**src/rtl/wb_gpio_irq_if.sv**
```systemverilog
// Wishbone pipelined bus bundle for the GPIO interrupt block.
// The clock and reset travel with the bus so the slave sees one coherent port.
interface wb_gpio_irq_if (
    input logic clk,
    input logic rst
);
    logic        cyc;
    logic        stb;
    logic        we;
    logic [31:0] adr;
    logic [31:0] dat_i;
    logic [3:0]  sel;
    logic [31:0] dat_o;
    logic        ack;
    logic        stall;
    logic        err;

    modport slave (
        input  clk, rst, cyc, stb, we, adr, dat_i, sel,
        output dat_o, ack, stall, err
    );

    modport master (
        input  clk, rst, dat_o, ack, stall, err,
        output cyc, stb, we, adr, dat_i, sel
    );
endinterface

```
**src/rtl/wb_gpio_irq.sv**
```systemverilog
// Debounced GPIO edge detector with per-bit rise/fall enables, W1C pending
// flags and a level interrupt, behind a Wishbone pipelined slave.
module wb_gpio_irq #(
    parameter int size      = 32,
    parameter int cnt_width = 16
) (
    wb_gpio_irq_if.slave    wb,
    input  logic [size-1:0] pins,
    output logic            irq,
    output logic [size-1:0] level
);
    localparam logic [4:0] ADR_LEVEL    = 5'h00;
    localparam logic [4:0] ADR_RISE_EN  = 5'h04;
    localparam logic [4:0] ADR_FALL_EN  = 5'h08;
    localparam logic [4:0] ADR_PENDING  = 5'h0C;
    localparam logic [4:0] ADR_DEBOUNCE = 5'h10;

    logic [size-1:0]      sync1, sync2, sample, debounced, deb_prev;
    logic [size-1:0]      rise_en, fall_en, pending;
    logic [size-1:0]      rise, fall, pend_set, pend_clr, stable;
    logic [cnt_width-1:0] debounce, cnt;
    logic                 tick, req, wr, deb_wr;
    logic [31:0]          rd_data;
    logic                 unused_bits;

    assign req    = wb.cyc && wb.stb;
    assign wr     = req && wb.we;
    assign deb_wr = wr && (wb.adr[4:0] == ADR_DEBOUNCE);

    assign wb.stall = 1'b0;
    assign wb.err   = 1'b0;
    assign unused_bits = ^{wb.adr[31:5], wb.sel};

    // Pad levels are asynchronous; nothing but sync1 may look at them.
    // NOTE: every clocked register uses <= so all flops sample pre-edge values.
    always_ff @(posedge wb.clk or posedge wb.rst) begin
        if (wb.rst) begin
            sync1 <= '0;
            sync2 <= '0;
        end else begin
            sync1 <= pins;
            sync2 <= sync1;
        end
    end

    // Prescaler counts 0..debounce and restarts whenever DEBOUNCE is written.
    always_ff @(posedge wb.clk or posedge wb.rst) begin
        if (wb.rst) begin
            cnt <= '0;
        end else if (deb_wr || debounce == '0 || cnt == debounce) begin
            cnt <= '0;
        end else begin
            cnt <= cnt + 1'b1;
        end
    end

    assign tick   = (debounce != '0) && (cnt == debounce);
    assign stable = ~(sync2 ^ sample);

    // A bit only follows sync2 after two consecutive ticks saw the same value.
    always_ff @(posedge wb.clk or posedge wb.rst) begin
        if (wb.rst) begin
            sample    <= '0;
            debounced <= '0;
            deb_prev  <= '0;
        end else begin
            deb_prev <= debounced;
            if (debounce == '0) begin
                debounced <= sync2;
            end else if (tick) begin
                debounced <= (sync2 & stable) | (debounced & ~stable);
                sample    <= sync2;
            end
        end
    end

    assign rise     = debounced & ~deb_prev;
    assign fall     = ~debounced & deb_prev;
    assign pend_set = (rise & rise_en) | (fall & fall_en);
    assign pend_clr = (wr && wb.adr[4:0] == ADR_PENDING) ? wb.dat_i[size-1:0] : '0;

    // Clear is applied first so a coincident set on the same bit wins.
    always_ff @(posedge wb.clk or posedge wb.rst) begin
        if (wb.rst) begin
            pending <= '0;
        end else begin
            pending <= (pending & ~pend_clr) | pend_set;
        end
    end

    always_ff @(posedge wb.clk or posedge wb.rst) begin
        if (wb.rst) begin
            rise_en  <= '0;
            fall_en  <= '0;
            debounce <= '0;
        end else if (wr) begin
            case (wb.adr[4:0])
                ADR_RISE_EN:  rise_en  <= wb.dat_i[size-1:0];
                ADR_FALL_EN:  fall_en  <= wb.dat_i[size-1:0];
                ADR_DEBOUNCE: debounce <= wb.dat_i[cnt_width-1:0];
                default: ;
            endcase
        end
    end

    // NOTE: rd_data gets a default before the case so no path infers a latch.
    always_comb begin
        rd_data = '0;
        case (wb.adr[4:0])
            ADR_LEVEL:    rd_data[size-1:0]      = debounced;
            ADR_RISE_EN:  rd_data[size-1:0]      = rise_en;
            ADR_FALL_EN:  rd_data[size-1:0]      = fall_en;
            ADR_PENDING:  rd_data[size-1:0]      = pending;
            ADR_DEBOUNCE: rd_data[cnt_width-1:0] = debounce;
            default: ;
        endcase
    end

    // Single-cycle ack; dat_o only moves on reads and holds otherwise.
    always_ff @(posedge wb.clk or posedge wb.rst) begin
        if (wb.rst) begin
            wb.ack   <= 1'b0;
            wb.dat_o <= '0;
        end else begin
            wb.ack <= req;
            if (req && !wb.we) begin
                wb.dat_o <= rd_data;
            end
        end
    end

    assign irq   = |pending;
    assign level = debounced;
endmodule

```
**src/flat_wrapper.sv**
```systemverilog
// flat-port wrapper written by rule: the top's interface ports become plain ports
module wb_gpio_irq_flat 
#(
    parameter int size      = 32,
    parameter int cnt_width = 16
)
  (pins, irq, level, clk, rst, wb_cyc, wb_stb, wb_we, wb_adr, wb_dat_i, wb_sel, wb_dat_o, wb_ack, wb_stall, wb_err);
  wb_gpio_irq_if wb_i (.clk(clk), .rst(rst));
  input  logic [size-1:0] pins;
  output logic irq;
  output logic [size-1:0] level;
  input wire logic clk;
  input wire logic rst;
  input wire logic [$bits(wb_i.cyc)-1:0] wb_cyc;
  input wire logic [$bits(wb_i.stb)-1:0] wb_stb;
  input wire logic [$bits(wb_i.we)-1:0] wb_we;
  input wire logic [$bits(wb_i.adr)-1:0] wb_adr;
  input wire logic [$bits(wb_i.dat_i)-1:0] wb_dat_i;
  input wire logic [$bits(wb_i.sel)-1:0] wb_sel;
  output wire logic [$bits(wb_i.dat_o)-1:0] wb_dat_o;
  output wire logic [$bits(wb_i.ack)-1:0] wb_ack;
  output wire logic [$bits(wb_i.stall)-1:0] wb_stall;
  output wire logic [$bits(wb_i.err)-1:0] wb_err;
  assign wb_i.cyc = wb_cyc;
  assign wb_i.stb = wb_stb;
  assign wb_i.we = wb_we;
  assign wb_i.adr = wb_adr;
  assign wb_i.dat_i = wb_dat_i;
  assign wb_i.sel = wb_sel;
  assign wb_dat_o = wb_i.dat_o;
  assign wb_ack = wb_i.ack;
  assign wb_stall = wb_i.stall;
  assign wb_err = wb_i.err;
  wb_gpio_irq #(.size(size), .cnt_width(cnt_width)) u_core (.wb(wb_i), .pins(pins), .irq(irq), .level(level));
endmodule
```
**config.mk**
```make
export PLATFORM = sky130hd
export DESIGN_NAME = wb_gpio_irq_flat
export DESIGN_NICKNAME = d
export VERILOG_FILES = /design/src/rtl/wb_gpio_irq_if.sv /design/src/rtl/wb_gpio_irq.sv /design/src/flat_wrapper.sv
export SDC_FILE = /design/constraint.sdc
export NUM_CORES = 1
export LEC_CHECK = 0
export CORE_MARGIN = 1
export CORE_UTILIZATION = 30
export CTS_CLUSTER_SIZE = 12
export DETAILED_ROUTE_END_ITERATION = 10
export SYNTH_ARGS = -nofsm -noshare
export SYNTH_HDL_FRONTEND = slang
export SYNTH_SLANG_ARGS = --single-unit
```
**constraint.sdc**
```tcl
create_clock -name clk -period 14.9 [get_ports clk]
set_input_delay 2.98 -clock clk [delete_from_list [all_inputs] [get_ports clk]]
set_output_delay 2.98 -clock clk [all_outputs]
set_load 0.005 [all_outputs]
```
==> qor.yml, run 1 <==
status: "completed"
crit_path_top_delay_cell: "nor4_1"
multi_input_area_mm2: 0.00505
finClkSkew_ns: 0.0270
clock_sinks: 321
ys_top_cells_by_area: "dfrtp_1, mux2_2, nand2_1"
power.leakage_nw: 7.17
drv_cap: 0
root_buffer: "clkbuf_16"
htree_levels: 2
path_cells: "nor4_1 -> nand4_1 -> or2_2 -> clkdlybuf4s50_1"
cp-endpoint: "irq"
synth_common_cells: "dfrtp_1, mux2_2, nand2_1"
core_area_mm2: 0.0435
regToRegSetupSlack_ns: 12.04
antenna_found_initial: 3
cts-buffers-inserted: 38
finalNonFillerCells: 1816
place_inst: 1747
antenna_left: 0
gp_congestion: 0.832
setup_tns_ns: 0
io_pins: 173
postSynthAreaPerCell_um2: 12.5
routed_wl_um: 35400
dp_slack_ns: 8.83
r2r_start: "u_core.debounce[4]$_DFFE_PP0P_"
cts_setup_buffers: 0
rows: 76
cp_max_fo: 3
critPathLaunch: "u_core.pending[0]$_DFF_PP0_"
setup_ws_ns: 9.12
dp_hpwl_um: 22400
cts_hold_buf: 0
grt_pass1_wl_um: 55200
final_max_slew_viol_count: 0
fmax_mhz: 173
num_vias: 9059
cts_resized: 0
drive_above_1_share_pct: 21.6
power_density_mw_per_mm2: 159
die_w_um: 213
yosysWarnings: 0
synth-edff-count: 0
relSlewSlack_pct: 30.2
rsz0062_at_grt: "false"
via_per_inst: 4.99
yosysTopAreaCellShare_pct: 60.1
reg2reg_depth: 6
r2r_end: "u_core.sample[26]$_DFFE_PP0P_"
ys_seq_area_share_pct: 60.1
setup_viol_count_final: 0
ys_ff_latch: 321
initial_core_util_pct: 30.7
critical_path_required_ns: 11.92
cts_tree: "yes"
yosys.area.top_type: "dfrtp_1"
area_growth_pct: 24.2
ir_drop_mv: 0.0854
end_kind: "output port"
grt_max_degree: 111
syn-instance-count: 1065
drt_pass1_iterations: 6
hold_path.class: "reg2reg"
final_nets: 1308
synth.most_common_cell: "dfrtp_1"
wl_per_cell_um: 19.5
seq_area_mm2: 0.00803
async_flop_share_pct: 100
synth_cell_types: 35
period_share_pct: 38.8
fill_cells: 4160
die_area_mm2: 0.0454
min_period_ns: 5.78
grt-ovfl-total: 0
io_buffers: 139
path_class: "reg2out"
syn-cell-area_mm2: 0.0134
drt_first_iter_violations: 630
route.detailed.drc: 0
clkSlewWorstSetupHoldPaths_ns: 0.07
clock_latency_ns: 0.53
grt_usage_pct: 15.9
hold_violations: 0
ys.flop_type: "dfrtp_1"
worstPathArrival_ns: 2.80
cts.path.max_buffers: 3
dieHeight_um: 213
tightest_slew_ns: 1.04
cp-start-kind: "flip-flop"
grt_pass1_vias: 9599
max_stage_delay_ns: 0.74
## worst min path at each step
stage                     cells past startpoint                         end                       start  slack (ns)
final                                         0  u_core.sync2[14]$_DFF_PP0_  u_core.sync1[14]$_DFF_PP0_        0.33
after global routing                          0   u_core.sync2[3]$_DFF_PP0_   u_core.sync1[3]$_DFF_PP0_        0.35
after CTS                                     0  u_core.sync2[14]$_DFF_PP0_  u_core.sync1[14]$_DFF_PP0_        0.34
after detailed placement                      0  u_core.sync2[19]$_DFF_PP0_  u_core.sync1[19]$_DFF_PP0_        0.33
after global placement                        0  u_core.sync2[25]$_DFF_PP0_  u_core.sync1[25]$_DFF_PP0_        0.33
after floorplan                               0   u_core.sync2[0]$_DFF_PP0_   u_core.sync1[0]$_DFF_PP0_        0.33
## where the power goes
part | internal, W | switching [W] | total (W)
combinational | 0.000301 | 0.000222 | 0.000523
clock | 0.000553 | 0.000364 | 0.000917
sequential | 0.00103 | 0.000170 | 0.00120
## flip-flops by register name, indices dropped and copies added, names as in the netlist, named ones only
| register | count |
|---|---|
| u_core.fall_en | 32 |
| u_core.cnt | 16 |
| u_core.sample | 32 |
| u_core.sync2 | 32 |
| u_core.wb.ack | 1 |
| u_core.deb_prev | 32 |
| u_core.debounce | 16 |
| u_core.sync1 | 32 |
| u_core.rise_en | 32 |
| u_core.wb.dat_o | 32 |
| u_core.pending | 32 |
## cell type report
cell class | count | share of cell area (%)
flip-flops and latches | 321 | 48.4
inverters | 3 | 0.113
repair buffers | 153 | 8.99
clock inverters | 10 | 0.370
clock buffers | 58 | 7.22
well taps | 585 | 4.41
diodes | 1 | 0.0151
multi-input cells | 685 | 30.5
## metrics by stage
step	instance area [um^2]	hold WS [ns]	utilization, %	power [W]
detailed placement	15300	0.335	35.3	0.00174
global placement	15300	0.335	35.3	0.00172
CTS	16600	0.337	38.2	0.00267
floorplan	13400	0.331	-	0.00152
global route	16600	0.353	38.2	0.00278
finish	16600	0.334	38.2	0.00264
## layer usage
metal  routed length [um]  global-route usage [%]  vias to the layer above
met5                   23                       0                        -
met4                  900                    5.61                        4
met3                 1580                    2.87                       73
met2                16600                    25.7                      202
met1                16300                    21.2                     4628
li1                     -                       -                     4152
## placed cells by master, fill, tap and decap left out, drive strengths merged, types with 2 or more instances in the layout
| cell | instances |
|---|---|
| a22o | 16 |
| inv | 4 |
| o21ai | 32 |
| a21oi | 32 |
| mux2 | 176 |
| dfrtp | 321 |
| nand3b | 32 |
| nand4 | 7 |
| nand2b | 3 |
| xor2 | 24 |
| buf | 15 |
| and2 | 2 |
| clkinv | 6 |
| nor3 | 99 |
| nor4 | 18 |
| o211ai | 32 |
| and3 | 3 |
| clkbuf | 58 |
| nand2 | 135 |
| nor2 | 21 |
| and4 | 3 |
| clkinvlp | 3 |
| clkdlybuf4s50 | 138 |
| xnor2 | 6 |
| conb | 2 |
| a222oi | 32 |
| nand3 | 7 |
## cell families (layout without fill, tap and decap cells)
kind of cell / after synthesis / after routing / synth area share [%]
AO/OA/AOI/OAI: 144 / 144 / 7.64
AND/OR/NAND/NOR: 332 / 332 / 12.2
XOR/XNOR: 30 / 30 / 1.97
other: 1 / 3 / 0.0281
multiplexers: 176 / 176 / 15.7
adder cells (fa/ha/maj): 1 / 1 / 0.0936
flip-flops: 321 / 321 / 60.1
buffers and inverters: 60 / 224 / 2.28
## critical path: cells and delay by family (launching register included)
kind                   cells  cell delay [ns]
AND/OR/NAND/NOR            3             1.40
flip-flops                 1             0.41
buffers and inverters      1             0.45
(Power assumes the default switching activity.)
==> run 2, diff against run 1 <==
==> constraint.sdc (replaced) <==
create_clock -name clk -period 5 [get_ports clk]
set_input_delay 1 -clock clk [delete_from_list [all_inputs] [get_ports clk]]
set_output_delay 1 -clock clk [all_outputs]
set_load 0.005 [all_outputs]
==> run 2 against run 1 <==
Combinational power grew to 3.0 times the previous value. Global-route usage fell by 0.12 points. Clock skew decreased by 0.0034 ns. First-iteration DRC count increased by 23%. Utilization up 0.22 points. Hold slack improved by 0.0070 ns. Sequential share of layout area decreased by 0.28 points. Critical path type unchanged. Critical endpoint unchanged. Highest routed layer unchanged.
==> qor.yml, run 2 (synthesized netlist as in run 1, its figures left out) <==
grt-ovfl-total: 0  # unchanged
cts_setup_buffers: 0  # unchanged
io_pins: 173  # unchanged
cts_hold_buf: 0  # unchanged
grt_max_degree: 103  # was 111
cts.path.max_buffers: 3  # unchanged
rsz0062_at_grt: "false"  # unchanged
num_vias: 9111  # was 9059
htree_levels: 2  # unchanged
cts_tree: "yes"  # unchanged
grt_pass1_wl_um: 54700  # was 55200 um
power.leakage_nw: 7.21  # was 7.17 nW
grt_usage_pct: 15.7  # was 15.9%
wl_per_cell_um: 19.4  # was 19.5 um
final_max_slew_viol_count: 0  # unchanged
cp-endpoint: "irq"  # unchanged
ir_drop_mv: 0.208  # was 0.0854 mV
reg2reg_depth: 6  # unchanged
grt_use_met2_pct: 25.0  # was 25.7%
critPathLaunch: "u_core.pending[4]$_DFF_PP0_"  # was u_core.pending[0]$_DFF_PP0_
route.detailed.drc: 0  # unchanged
period_share_pct: 76.4
grt_pass1_vias: 9407  # was 9599
met1_usage_pct: 21.2  # about the same
antenna_left: 0  # unchanged
worstPathArrival_ns: 2.82  # was 2.80 ns
hold_violations: 0  # unchanged
worst-path-buf-inv: 1  # unchanged
fmax_mhz: 262
clock_latency_ns: 0.53  # about the same
io_buffers: 139  # unchanged
path_class: "reg2out"  # unchanged
power_density_mw_per_mm2: 475  # was 159 mW/mm^2
final_common_cell: "dfrtp_1"  # unchanged
hold_path.class: "reg2reg"  # unchanged
finClkSkew_ns: 0.0236  # was 0.0270 ns
dieHeight_um: 213  # unchanged
min_period_ns: 3.82
routed_wl_um: 35400  # about the same
dp_hpwl_um: 23300  # was 22400 um
place_area_mm2: 0.0154  # was 0.0153 mm^2
final_nets: 1314  # was 1308
relSlewSlack_pct: 22.6  # was 30.2%
max_stage_delay_ns: 0.78  # was 0.74 ns
die_w_um: 213  # unchanged
area_growth_pct: 24.9  # was 24.2%
crit_path_top_delay_cell: "nor4_1"  # unchanged
tightest_slew_ns: 1.16  # was 1.04 ns
cts-buffers-inserted: 37  # was 38
min_path_cells: 0  # unchanged
antenna_found_initial: 5  # was 3
setup_ws_ns: 1.18  # was 9.12 ns
rows: 76  # unchanged
fill_cells: 4142  # was 4160
die_area_mm2: 0.0454  # unchanged
clock_sinks: 321  # unchanged
cp-start-kind: "flip-flop"  # unchanged
final_cell_mix: "dfrtp_1, mux2_2, clkdlybuf4s50_1"  # unchanged
cp_max_fo: 3  # unchanged
gp_congestion: 0.846  # was 0.832
regToRegSetupSlack_ns: 2.02  # was 12.04 ns
end_kind: "output port"  # unchanged
clkSlewWorstSetupHoldPaths_ns: 0.06  # was 0.07 ns
drt_first_iter_violations: 776  # was 630
cts_resized: 0  # unchanged
crit_family: "simple AND/OR/NAND/NOR gates"  # unchanged
path_cells: "nor4_1 -> nand4_1 -> or2_2 -> clkdlybuf4s50_1"  # unchanged
core_area_mm2: 0.0435  # unchanged
initial_core_util_pct: 30.7  # unchanged
setup_viol_count_final: 0  # unchanged
grt-busiest-layer: "met2"  # unchanged
design_area_mm2: 0.0167  # was 0.0166 mm^2
root_buffer: "clkbuf_16"  # unchanged
status: "completed"  # unchanged
finalPower_w: 0.00793  # was 0.00264 W
drive_above_1_share_pct: 21.4  # was 21.6%
dp_slack_ns: 1.32  # was 8.83 ns
grt_util_met3_pct: 3.13  # was 2.87%
critical_path_required_ns: 4.00  # was 11.92 ns
worst-path-stages: 4  # unchanged
drv_cap: 0  # unchanged
drt_pass1_iterations: 8  # was 6
via_per_inst: 5.01  # was 4.99
r2r_start: "u_core.debounce[4]$_DFFE_PP0P_"  # unchanged
==> run 2: cell count changes in the layout (fill, tap and decap cells not counted), sizes merged <==
cell      change
inv           -1
clkinv        -2
bufinv        +4
diode         +1
clkbuf        -4
clkinvlp      -1
buf           +7
==> run 2: worst min-delay path by stage <==
stage	from	to	slack (ns)
CTS	u_core.sync1[22]$_DFF_PP0_	u_core.sync2[22]$_DFF_PP0_	0.34
global route	u_core.sync1[12]$_DFF_PP0_	u_core.sync2[12]$_DFF_PP0_	0.35
global placement	u_core.sync1[28]$_DFF_PP0_	u_core.sync2[28]$_DFF_PP0_	0.33
finish	u_core.sync1[22]$_DFF_PP0_	u_core.sync2[22]$_DFF_PP0_	0.34
floorplan	u_core.sync1[0]$_DFF_PP0_	u_core.sync2[0]$_DFF_PP0_	0.33
detailed placement	u_core.sync1[12]$_DFF_PP0_	u_core.sync2[12]$_DFF_PP0_	0.33
==> run 2: stage by stage <==
| stage | setup TNS, ns | util, % | hold WS (ns) | cells |
|---|---|---|---|---|
| 2_1_floorplan | -90.13 | - | 0.331 | 1066 |
| 3_3_place_gp | 0 | 35.5 | 0.332 | 1754 |
| 3_5_place_dp | 0 | 35.5 | 0.335 | 1754 |
| 4_1_cts | 0 | 38.4 | 0.342 | 1818 |
| 5_1_grt | 0 | 38.4 | 0.352 | 1820 |
| 6_report | 0 | 38.4 | 0.341 | 1820 |
==> run 2: power breakdown <==
| group | switching [W] | internal [W] |
|---|---|---|
| combinational | 0.000672 | 0.000903 |
| clock | 0.00105 | 0.00173 |
| sequential | 0.000509 | 0.00306 |
| total | 0.00223 | 0.00569 |
==> run 2: layout make-up <==
| cell class | instances | area (um^2) | area share [%] |
|---|---|---|---|
| antenna | 2 | 5.00 | 0.0300 |
| tap | 585 | 732 | 4.39 |
| timing repair buffer | 160 | 1590 | 9.55 |
| inverter | 3 | 15.0 | 0.0900 |
| clock inverter | 10 | 156 | 0.937 |
| multi-input combinational | 685 | 5050 | 30.2 |
| sequential | 321 | 8030 | 48.1 |
| clock buffer | 54 | 1100 | 6.61 |
==> run 2: metal layers <==
metal	part of all wire, %	up-vias
li1	-	4168
met1	45	4660
met2	47	223
met3	4.9	54
met4	2.5	6
met5	0.10	-
==> run 2: worst register-to-register path, delay by kind of cell (launching register included) <==
family	cells	cell delay, ns
AO/OA/AOI/OAI	1	0.13
buffers and inverters	1	0.52
flip-flops	1	0.44
multiplexers	1	0.41
AND/OR/NAND/NOR	3	1.36
==> run 3, diff against run 2 <==
==> constraint.sdc (replaced) <==
create_clock -name clk -period 3.7 [get_ports clk]
set_input_delay 0.74 -clock clk [delete_from_list [all_inputs] [get_ports clk]]
set_output_delay 0.74 -clock clk [all_outputs]
set_load 0.005 [all_outputs]
==> run 3 against run 2 <==
Flip-flop and latch count stayed put. Via count is 0.49% lower. Global-route usage grew 0.093 points. Critical endpoint unchanged. Clock skew down 0.0093 ns. Critical path depth is the same. Critical path type unchanged. First-iteration DRC count down 12%. Non-clock buffer count grew 5. Largest power group unchanged. Combinational power grew 36%. Die area stayed put. Count of clock-buffer cells in the layout is 2 lower. Register-to-register slack got worse by 0.89 ns. Highest routed layer unchanged. Utilization decreased by 0.10 points.
==> qor.yml, run 3 (synthesized netlist as in run 1, its figures left out) <==
seq_area_mm2: 0.00803  # unchanged
gp_congestion: 0.801  # was 0.846
end_kind: "output port"  # unchanged
min_period_ns: 3.26
drive_above_1_share_pct: 21.6  # was 21.4%
drt_pass1_iterations: 8  # unchanged
grt_use_met2_pct: 25.4  # was 25.0%
io_buffers: 139  # unchanged
setup_tns_ns: 0  # unchanged
rows: 76  # unchanged
antennaDiodeCount: 0  # was 2
drt_first_iter_violations: 686  # was 776
via_per_inst: 4.99  # was 5.01
cp_max_fo: 3  # unchanged
drv_cap: 0  # unchanged
dp_slack_ns: 0.761  # was 1.32 ns
htree_levels: 2  # unchanged
core_area_mm2: 0.0435  # unchanged
finClkSkew_ns: 0.0144  # was 0.0236 ns
setup_ws_ns: 0.435  # was 1.18 ns
path_cells: "nor4_1 -> nand4_1 -> or2_2 -> clkdlybuf4s50_1"  # unchanged
cts-buffers-inserted: 37  # unchanged
rsz0062_at_grt: "false"  # unchanged
fill_cells: 4113  # was 4142
power_density_mw_per_mm2: 631  # was 475 mW/mm^2
route.detailed.drc: 0  # unchanged
initial_core_util_pct: 30.7  # unchanged
relSlewSlack_pct: 34.4  # was 22.6%
final_common_cell: "dfrtp_1"  # unchanged
clock_latency_ns: 0.52  # was 0.53 ns
num_vias: 9066  # was 9111
fmax_mhz: 306
tightest_slew_ns: 0.983  # was 1.16 ns
status: "completed"  # unchanged
die_w_um: 213  # unchanged
die_area_mm2: 0.0454  # unchanged
final_max_slew_viol_count: 0  # unchanged
antenna_left: 0  # unchanged
clock_sinks: 321  # unchanged
hold_path.class: "reg2reg"  # unchanged
final_cell_mix: "dfrtp_1, mux2_2, clkdlybuf4s50_1"  # unchanged
period_share_pct: 88.2
cp-start-kind: "flip-flop"  # unchanged
grt_util_met3_pct: 3.09  # was 3.13%
max_stage_delay_ns: 0.53  # was 0.78 ns
critical_path_required_ns: 2.96  # was 4.00 ns
cts_setup_buffers: 0  # unchanged
root_buffer: "clkbuf_16"  # unchanged
io_pins: 173  # unchanged
final_nets: 1319  # was 1314
multi_input_area_mm2: 0.00505  # unchanged
cts_tree: "yes"  # unchanged
grt_pass1_vias: 9301  # was 9407
antenna_found_initial: 1  # was 5
ir_drop_mv: 0.325  # was 0.208 mV
grt_max_degree: 99  # was 103
worstPathArrival_ns: 2.52  # was 2.82 ns
grt_pass1_wl_um: 54900  # was 54700 um
worst-path-buf-inv: 1  # unchanged
wl_per_cell_um: 19.5  # was 19.4 um
grt-busiest-layer: "met2"  # unchanged
crit_family: "simple AND/OR/NAND/NOR gates"  # unchanged
cts_resized: 0  # unchanged
met1_usage_pct: 21.3  # was 21.2%
power.leakage_nw: 7.20  # was 7.21 nW
crit_path_top_delay_cell: "nor4_1"  # unchanged
grt-ovfl-total: 0  # unchanged
path_class: "reg2out"  # unchanged
clkSlewWorstSetupHoldPaths_ns: 0.06  # about the same
cts_hold_buf: 0  # unchanged
setup_viol_count_final: 0  # unchanged
grt_usage_pct: 15.8  # was 15.7%
dieHeight_um: 213  # unchanged
routed_wl_um: 35400  # about the same
area_growth_pct: 24.5  # was 24.9%
cts.path.max_buffers: 3  # unchanged
hold_violations: 0  # unchanged
dp_hpwl_um: 23200  # was 23300 um
[run 3: layout make-up]
| type | instances | area share (%) |
|---|---|---|
| flip-flops and latches | 321 | 48.3 |
| multi-input cells | 685 | 30.3 |
| repair buffers | 165 | 9.96 |
| clock buffers | 52 | 6.44 |
| well taps | 585 | 4.40 |
| clock inverters | 7 | 0.511 |
| inverters | 3 | 0.0902 |
[run 3: where the power goes]
group	total, W	internal [W]	switching [W]
Combinational	0.00214	0.00123	0.000907
Clock	0.00354	0.00214	0.00140
Sequential	0.00482	0.00413	0.000682
Total	0.0105	0.00751	0.00299
[run 3: final timing paths]
check	startpoint	endpoint	slack, ns	cells past startpoint
max	u_core.pending[10]$_DFF_PP0_	irq	0.44	4
min	u_core.sync1[21]$_DFF_PP0_	u_core.sync2[21]$_DFF_PP0_	0.34	0
min in group asynchronous	rst	u_core.sample[4]$_DFFE_PP0P_	0.69	3
min reg2reg	u_core.sync1[21]$_DFF_PP0_	u_core.sync2[21]$_DFF_PP0_	0.34	0
max in group asynchronous	rst	u_core.wb.dat_o[0]$_DFFE_PP0P_	2.16	4
max reg2reg	u_core.debounce[1]$_DFFE_PP0P_	flip-flop	1.13	6
[run 3: per-layer routing]
layer,share of wire (%),vias up,wire (um)
li1,-,4184,-
met1,45,4596,16100
met2,47,223,16600
met3,5.1,61,1820
met4,2.5,2,868
met5,0.025,-,9
[run 3: stage by stage]
step	instances	cell area, um^2	util [%]	hold WS (ns)	power [W]
2_1_floorplan	1066	13400	-	0.331	0.00612
3_3_place_gp	1759	15500	35.6	0.333	0.00695
3_5_place_dp	1759	15500	35.6	0.335	0.00703
4_1_cts	1818	16600	38.3	0.346	0.0106
5_1_grt	1818	16600	38.3	0.347	0.0110
6_report	1818	16600	38.3	0.344	0.0105
